**config.mk**
```make
export PLATFORM = sky130hd
export DESIGN_NAME = udp_share_ctrl_flat
export DESIGN_NICKNAME = d
export VERILOG_FILES = /design/src/rtl/udp_share_ctrl_pkg.sv /design/src/rtl/udp_share_ctrl_if.sv /design/src/rtl/udp_share_ctrl_rr_pick.sv /design/src/rtl/udp_share_ctrl.sv /design/src/flat_wrapper.sv
export SDC_FILE = /design/constraint.sdc
export NUM_CORES = 1
export LEC_CHECK = 0
export CAP_MARGIN = 15
export CORE_MARGIN = 2
export CORE_UTILIZATION = 55
export CTS_CLUSTER_SIZE = 40
export DETAILED_ROUTE_END_ITERATION = 7
export PLACE_DENSITY = 0.95
export SLEW_MARGIN = 20
export SYNTH_ARGS = -nofsm -noshare
export SYNTH_HDL_FRONTEND = slang
export SYNTH_HIERARCHICAL = 1
export SYNTH_SLANG_ARGS = --single-unit
export TNS_END_PERCENT = 30
```
**constraint.sdc**
```tcl
create_clock -name clk -period 6 [get_ports clk]
set_clock_uncertainty 0.1 [all_clocks]
set_input_delay 1.2 -clock clk [delete_from_list [all_inputs] [get_ports clk]]
set_output_delay 1.2 -clock clk [all_outputs]
set_load 0.005 [all_outputs]
```
**src/rtl/udp_share_ctrl_pkg.sv**
```systemverilog
// rtl/udp_share_ctrl_pkg.sv - shared types and helpers for the udp sharing controller
package udp_share_pkg;

    typedef enum logic [1:0] {
        ST_IDLE  = 2'd0,
        ST_DRIVE = 2'd1,
        ST_WAIT  = 2'd2,
        ST_RESP  = 2'd3
    } state_t;

    // Settle down-counter width; covers SETTLE up to 15.
    localparam int SCW = 4;

    function automatic int idw_f(input int n);
        return (n < 2) ? 1 : $clog2(n);
    endfunction

endpackage

```
**src/rtl/udp_share_ctrl_if.sv**
```systemverilog
// rtl/udp_share_ctrl_if.sv - requester and primitive-side signal bundle
interface udp_share_ctrl_if
    import udp_share_pkg::*;
#(
    parameter int NREQ = 4
);
    localparam int IDW = idw_f(NREQ);

    logic [NREQ-1:0] req;
    logic [NREQ-1:0] a_in;
    logic [NREQ-1:0] b_in;
    logic [NREQ-1:0] gnt;
    logic            rsp_valid;
    logic [IDW-1:0]  rsp_id;
    logic            rsp_z;
    logic            udp_x;
    logic            udp_y;
    logic            udp_z;

    modport master (
        output req, a_in, b_in,
        input  gnt, rsp_valid, rsp_id, rsp_z
    );

    modport slave (
        input  req, a_in, b_in, udp_z,
        output gnt, rsp_valid, rsp_id, rsp_z, udp_x, udp_y
    );

endinterface

```
**src/rtl/udp_share_ctrl_rr_pick.sv**
```systemverilog
// rtl/udp_share_ctrl_rr_pick.sv - combinational round-robin pick starting at a pointer
module rr_pick #(
    parameter int NREQ = 4,
    parameter int IDW  = 2
) (
    input  logic [NREQ-1:0] req_i,
    input  logic [IDW-1:0]  ptr_i,
    output logic [NREQ-1:0] gnt_o,
    output logic [IDW-1:0]  idx_o,
    output logic            any_o
);

    always_comb begin
        int j;
        j     = 0;
        gnt_o = '0;
        idx_o = '0;
        any_o = 1'b0;
        // Pointer is always < NREQ, so one subtraction wraps the scan index.
        for (int i = 0; i < NREQ; i++) begin
            j = int'(ptr_i) + i;
            if (j >= NREQ) j = j - NREQ;
            if (!any_o && req_i[j]) begin
                any_o    = 1'b1;
                gnt_o[j] = 1'b1;
                idx_o    = IDW'(j);
            end
        end
    end

endmodule

```
**src/rtl/udp_share_ctrl.sv**
```systemverilog
// rtl/udp_share_ctrl.sv - round-robin sharing of one 2-input primitive among NREQ requesters
module udp_share_ctrl
    import udp_share_pkg::*;
#(
    parameter int NREQ   = 4,
    parameter int SETTLE = 1,
    parameter int CNTW   = 16
) (
    input  logic            clk,
    input  logic            rst_n,
    udp_share_ctrl_if.slave bus,
    output logic            busy,
    output logic [CNTW-1:0] op_count
);

    localparam int IDW = idw_f(NREQ);

    state_t          state_q;
    logic [NREQ-1:0] gnt_q;
    logic [IDW-1:0]  ptr_q;
    logic [IDW-1:0]  id_q;
    logic [SCW-1:0]  cnt_q;
    logic            x_q, y_q, z_q, vld_q, busy_q;
    logic [CNTW-1:0] ops_q;

    logic [NREQ-1:0] win_oh;
    logic [IDW-1:0]  win_idx;
    logic            win_any;

    rr_pick #(.NREQ(NREQ), .IDW(IDW)) u_pick (
        .req_i (bus.req),
        .ptr_i (ptr_q),
        .gnt_o (win_oh),
        .idx_o (win_idx),
        .any_o (win_any)
    );

    always_ff @(posedge clk or negedge rst_n) begin
        if (!rst_n) begin
            state_q <= ST_IDLE;
            gnt_q   <= '0;
            ptr_q   <= '0;
            id_q    <= '0;
            cnt_q   <= '0;
            x_q     <= 1'b0;
            y_q     <= 1'b0;
            z_q     <= 1'b0;
            vld_q   <= 1'b0;
            busy_q  <= 1'b0;
            ops_q   <= '0;
        end else begin
            gnt_q <= '0;
            vld_q <= 1'b0;
            case (state_q)
                ST_IDLE: begin
                    if (win_any) begin
                        gnt_q   <= win_oh;
                        x_q     <= bus.a_in[win_idx];
                        y_q     <= bus.b_in[win_idx];
                        id_q    <= win_idx;
                        ptr_q   <= (win_idx == IDW'(NREQ - 1)) ? '0 : win_idx + IDW'(1);
                        busy_q  <= 1'b1;
                        state_q <= ST_DRIVE;
                    end
                end
                ST_DRIVE: begin
                    if (SETTLE == 0) begin
                        z_q     <= bus.udp_z;
                        vld_q   <= 1'b1;
                        state_q <= ST_RESP;
                    end else begin
                        cnt_q   <= SCW'(SETTLE - 1);
                        state_q <= ST_WAIT;
                    end
                end
                ST_WAIT: begin
                    if (cnt_q == '0) begin
                        z_q     <= bus.udp_z;
                        vld_q   <= 1'b1;
                        state_q <= ST_RESP;
                    end else begin
                        cnt_q <= cnt_q - SCW'(1);
                    end
                end
                ST_RESP: begin
                    ops_q   <= ops_q + CNTW'(1);
                    busy_q  <= 1'b0;
                    state_q <= ST_IDLE;
                end
                default: state_q <= ST_IDLE;
            endcase
        end
    end

    assign bus.gnt       = gnt_q;
    assign bus.rsp_valid = vld_q;
    assign bus.rsp_id    = id_q;
    assign bus.rsp_z     = z_q;
    assign bus.udp_x     = x_q;
    assign bus.udp_y     = y_q;
    assign busy          = busy_q;
    assign op_count      = ops_q;

endmodule

```
**src/flat_wrapper.sv**
```systemverilog
// flat-port wrapper written by rule: the top's interface ports become plain ports
module udp_share_ctrl_flat import udp_share_pkg::*;
#(
    parameter int NREQ   = 4,
    parameter int SETTLE = 1,
    parameter int CNTW   = 16
)
  (clk, rst_n, busy, op_count, bus_req, bus_a_in, bus_b_in, bus_udp_z, bus_gnt, bus_rsp_valid, bus_rsp_id, bus_rsp_z, bus_udp_x, bus_udp_y);
  udp_share_ctrl_if #(.NREQ(NREQ)) bus_i ();
  input  logic clk;
  input  logic rst_n;
  output logic busy;
  output logic [CNTW-1:0] op_count;
  input wire logic [$bits(bus_i.req)-1:0] bus_req;
  input wire logic [$bits(bus_i.a_in)-1:0] bus_a_in;
  input wire logic [$bits(bus_i.b_in)-1:0] bus_b_in;
  input wire logic [$bits(bus_i.udp_z)-1:0] bus_udp_z;
  output wire logic [$bits(bus_i.gnt)-1:0] bus_gnt;
  output wire logic [$bits(bus_i.rsp_valid)-1:0] bus_rsp_valid;
  output wire logic [$bits(bus_i.rsp_id)-1:0] bus_rsp_id;
  output wire logic [$bits(bus_i.rsp_z)-1:0] bus_rsp_z;
  output wire logic [$bits(bus_i.udp_x)-1:0] bus_udp_x;
  output wire logic [$bits(bus_i.udp_y)-1:0] bus_udp_y;
  assign bus_i.req = bus_req;
  assign bus_i.a_in = bus_a_in;
  assign bus_i.b_in = bus_b_in;
  assign bus_i.udp_z = bus_udp_z;
  assign bus_gnt = bus_i.gnt;
  assign bus_rsp_valid = bus_i.rsp_valid;
  assign bus_rsp_id = bus_i.rsp_id;
  assign bus_rsp_z = bus_i.rsp_z;
  assign bus_udp_x = bus_i.udp_x;
  assign bus_udp_y = bus_i.udp_y;
  udp_share_ctrl #(.NREQ(NREQ), .SETTLE(SETTLE), .CNTW(CNTW)) u_core (.clk(clk), .rst_n(rst_n), .bus(bus_i), .busy(busy), .op_count(op_count));
endmodule
```
==> run_results.csv <==
group,metric,value,unit
status,status,"completed",
final_layout,final_core_util,70.8,%
drt,firstDrtPassIters,4,
drt,ant_nets,0,
synthesis,synth-compound-area-share,8.66,%
synthesis,netlist_area,0.00208,mm^2
floorplanning,dieHeight,65.5,um
synthesis,yosysTopAreaCell,"dfrtp_1",
place,hpwl,2.93,mm
synthesis,postSynthCellCount,183,
drt,via_count,1537,
sta,period_minus_slack,3980,ps
synthesis,synth_top_family_by_area,"simple AND/OR/NAND/NOR gates",
sta,fin_crit_sh,66.4,%
synthesis,yosys_warnings,6,
critical_path,cp-start-kind,"input port",
sta,rsz0062_at_grt,"false",
clock_network,htree_levels,2,
sta,slew_violations,0,
critical_path,critical_path_required,6070,ps
synthesis,yosysSeqAreaShare,42.1,%
global_route,antenna_found_initial,0,
final_layout,nets,256,
final_layout,antenna_cells,0,
place,gp_congestion,0.849,
drt,drcViolationCount,0,
min_path,hp-start,"u_core/op_count[15]$_DFFE_PN0P_",
sta,setup_viol,0,
sta,hold_viol,0,
critical_path,worst_path_max_delay_cell,"o31ai_1",
final_layout,final_common_cell,"clkdlybuf4s50_1",
final_layout,layout-area-overhead-vs-synth,24.7,%
critical_path,endpoint_kind,"register",
synthesis,synth_simple_gate_area_share,14.9,%
floorplanning,coreArea,0.00366,mm^2
clock_network,cts_hold_buffers,0,
clock_network,cts_root_buf,"clkbuf_8",
critical_path,rrSetupSlack,2440,ps
global_route,grt_max_degree,36,
clock_network,cts_resized,0,
pwr,cellPowerDensity,437,mW/mm^2
synthesis,syn_nets,213,
critical_path,path_class,"in -> reg",
synthesis,synth_area_leaders,"dfrtp_1 (42%), ha_1 (9.0%), mux2_2 (6.0%)",
synthesis,yosys-mux-area-fraction,14.3,%
critical_path,worstPathArrival,4050,ps
critical_path,r2r-end,"u_core/bus.udp_y$_DFFE_PN0P_",
pwr,ir_drop,0.286,mV
clock_network,cts_sinks,35,
critical_path,r2r_start,"u_core/ptr_q[0]$_DFFE_PN0P_",
min_path,worstHoldPathCells,1,
sta,worst_pin_slew,825,ps
critical_path,reg2regPathDepth,7,
pwr,p_leak,1.16,nW
clock_network,clk_path_buf_depth,2,
drt,wire_per_inst,14.0,um
final_layout,fillers,269,
critical_path,critPathBufInv,2,
floorplanning,initial_core_util,56.8,%
synthesis,synth_top_area_share,42.1,%
min_path,hold_class,"reg -> reg",
synthesis,yosysUniqueCellTypes,37,
clock_network,path_clk_slew,70,ps
clock_network,clk_latency,280,ps
clock_network,post_cts.repair.setup_buffers,0,
sta,max_freq,251,MHz
final_layout,final_cell_mix,"clkdlybuf4s50_1 (41), dfrtp_1 (35), nand2_1 (17)",
place,io_buffer_count,41,
min_path,holdPathEnd,"u_core/op_count[15]$_DFFE_PN0P_",
floorplanning,io_pins,42,
sta,tns,0,ps
synthesis,synth_ff_type,"dfrtp_1",
floorplanning,dieArea,0.00429,mm^2
final_layout,drive_above_1_share,12.3,%
synthesis,synth-xor-area-share,6.74,%
critical_path,cpPeakStageDelay,680,ps
floorplanning,die_w,65.5,um
floorplanning,rows,22,
drt,dr.first_iter.drc_count,88,
synthesis,synth_edf_count,0,
critical_path,critPathTopFamily,"multiplexers",
global_route,grt_overflow,0,
global_route,grt_pass1_vias,1467,
drt,wl,3.86,mm
critical_path,path_cells,"clkdlybuf4s50_1 -> mux4_1 -> inv_1 -> a21oi_1 -> o31ai_1 -> mux4_2 -> mux2_2",
clock_network,numCtsBuffers,5,
global_route,groute.usage.overall,20.0,%
sta,timing.hold.ws,371,ps
synthesis,async_flop_share,100,%
job,drv_cap,0,
synthesis,synth_seq_cells,35,
critical_path,critPathMaxFanout,5,
clock_network,cts_tree,"done",
global_route,grt_pass1_wl,6.56,mm
sta,relSlewSlack,44.5,%
drt,vias_per_cell,5.59,
synthesis,synthAdderAreaFrac,9.03,%
synthesis,syn_area_per_cell,11.4,um^2
## registers in the layout, indices dropped and copies added (netlist names), 2 cells and up
name / cells
u_core/ptr_q: 2
u_core/state_q: 2
u_core/bus.rsp_id: 2
u_core/bus.gnt: 4
u_core/op_count: 16
u_core/cnt_q: 4
## cell usage after synthesis, types with 7 or more instances
| cell type | number |
|---|---|
| a22oi_1 | 8 |
| ha_1 | 15 |
| nor2_1 | 9 |
| xnor2_1 | 9 |
| dfrtp_1 | 35 |
| mux2_2 | 11 |
| o21ai_0 | 9 |
| xor2_1 | 7 |
| nand2_1 | 17 |
| inv_1 | 11 |
## layout make-up
cell class	count	area [um^2]	share of cell area, %
flip-flops and latches	35	876	33.8
inverters	11	41.3	1.59
clock inverters	3	15.0	0.579
repair buffers	42	418	16.1
well taps	48	60.1	2.32
clock buffers	5	68.8	2.65
multi-input cells	131	1110	43.0
## worst max path at each step
stage / startpoint / end / slack, ps / cells past startpoint
after global routing: bus_req[3] / u_core/bus.udp_y$_DFFE_PN0P_ / 1870 / 7
after global placement: bus_req[0] / u_core/bus.udp_x$_DFFE_PN0P_ / 1860 / 7
after CTS: bus_req[0] / u_core/bus.udp_y$_DFFE_PN0P_ / 2030 / 7
after floorplan: bus_req[3] / u_core/bus.udp_x$_DFFE_PN0P_ / 2450 / 5
final: bus_req[0] / u_core/bus.udp_y$_DFFE_PN0P_ / 2020 / 7
after detailed placement: bus_req[0] / u_core/bus.udp_y$_DFFE_PN0P_ / 1730 / 7
## kinds of logic after synthesis
kind of cell               count (synthesis)
and+or+nand+nor                           53
DFF                                       35
AOI/OAI and AO/OA                         27
muxes                                     20
buffers and inverters                     17
xor gates and xnor gates                  16
adders and majority gates                 15
## power breakdown
part | total (mW) | internal (mW) | switching [mW] | leakage (nW)
registers | 0.385 | 0.304 | 0.0806 | 0.456
logic | 0.589 | 0.322 | 0.268 | 0.656
clock network | 0.159 | 0.0793 | 0.0801 | 0.0477
## metrics by stage
step / cell area, um^2 / worst slack [ps] / power (mW) / cells
global placement: 2510 / 1860 / 0.943 / 267
floorplan: 2080 / 2450 / 0.790 / 183
CTS: 2590 / 2030 / 1.14 / 275
global route: 2590 / 1870 / 1.22 / 275
detailed placement: 2510 / 1730 / 0.976 / 267
finish: 2590 / 2020 / 1.13 / 275
## worst register-to-register path, delay by kind of cell (launching register included)
| family | cells | cell delay [ps] |
|---|---|---|
| fa+ha+maj | 1 | 410 |
| flops | 1 | 700 |
| buf+inv | 1 | 210 |
| compound gates | 2 | 750 |
| mux | 3 | 1260 |
## per-layer routing
layer | global-route usage [%] | routed length, um
met1 | 23.6 | 1620
met3 | 4.97 | 231
met5 | 0 | 0
met2 | 34.8 | 1930
met4 | 8.33 | 72
No activity file was read; power rests on OpenSTA's default activity.
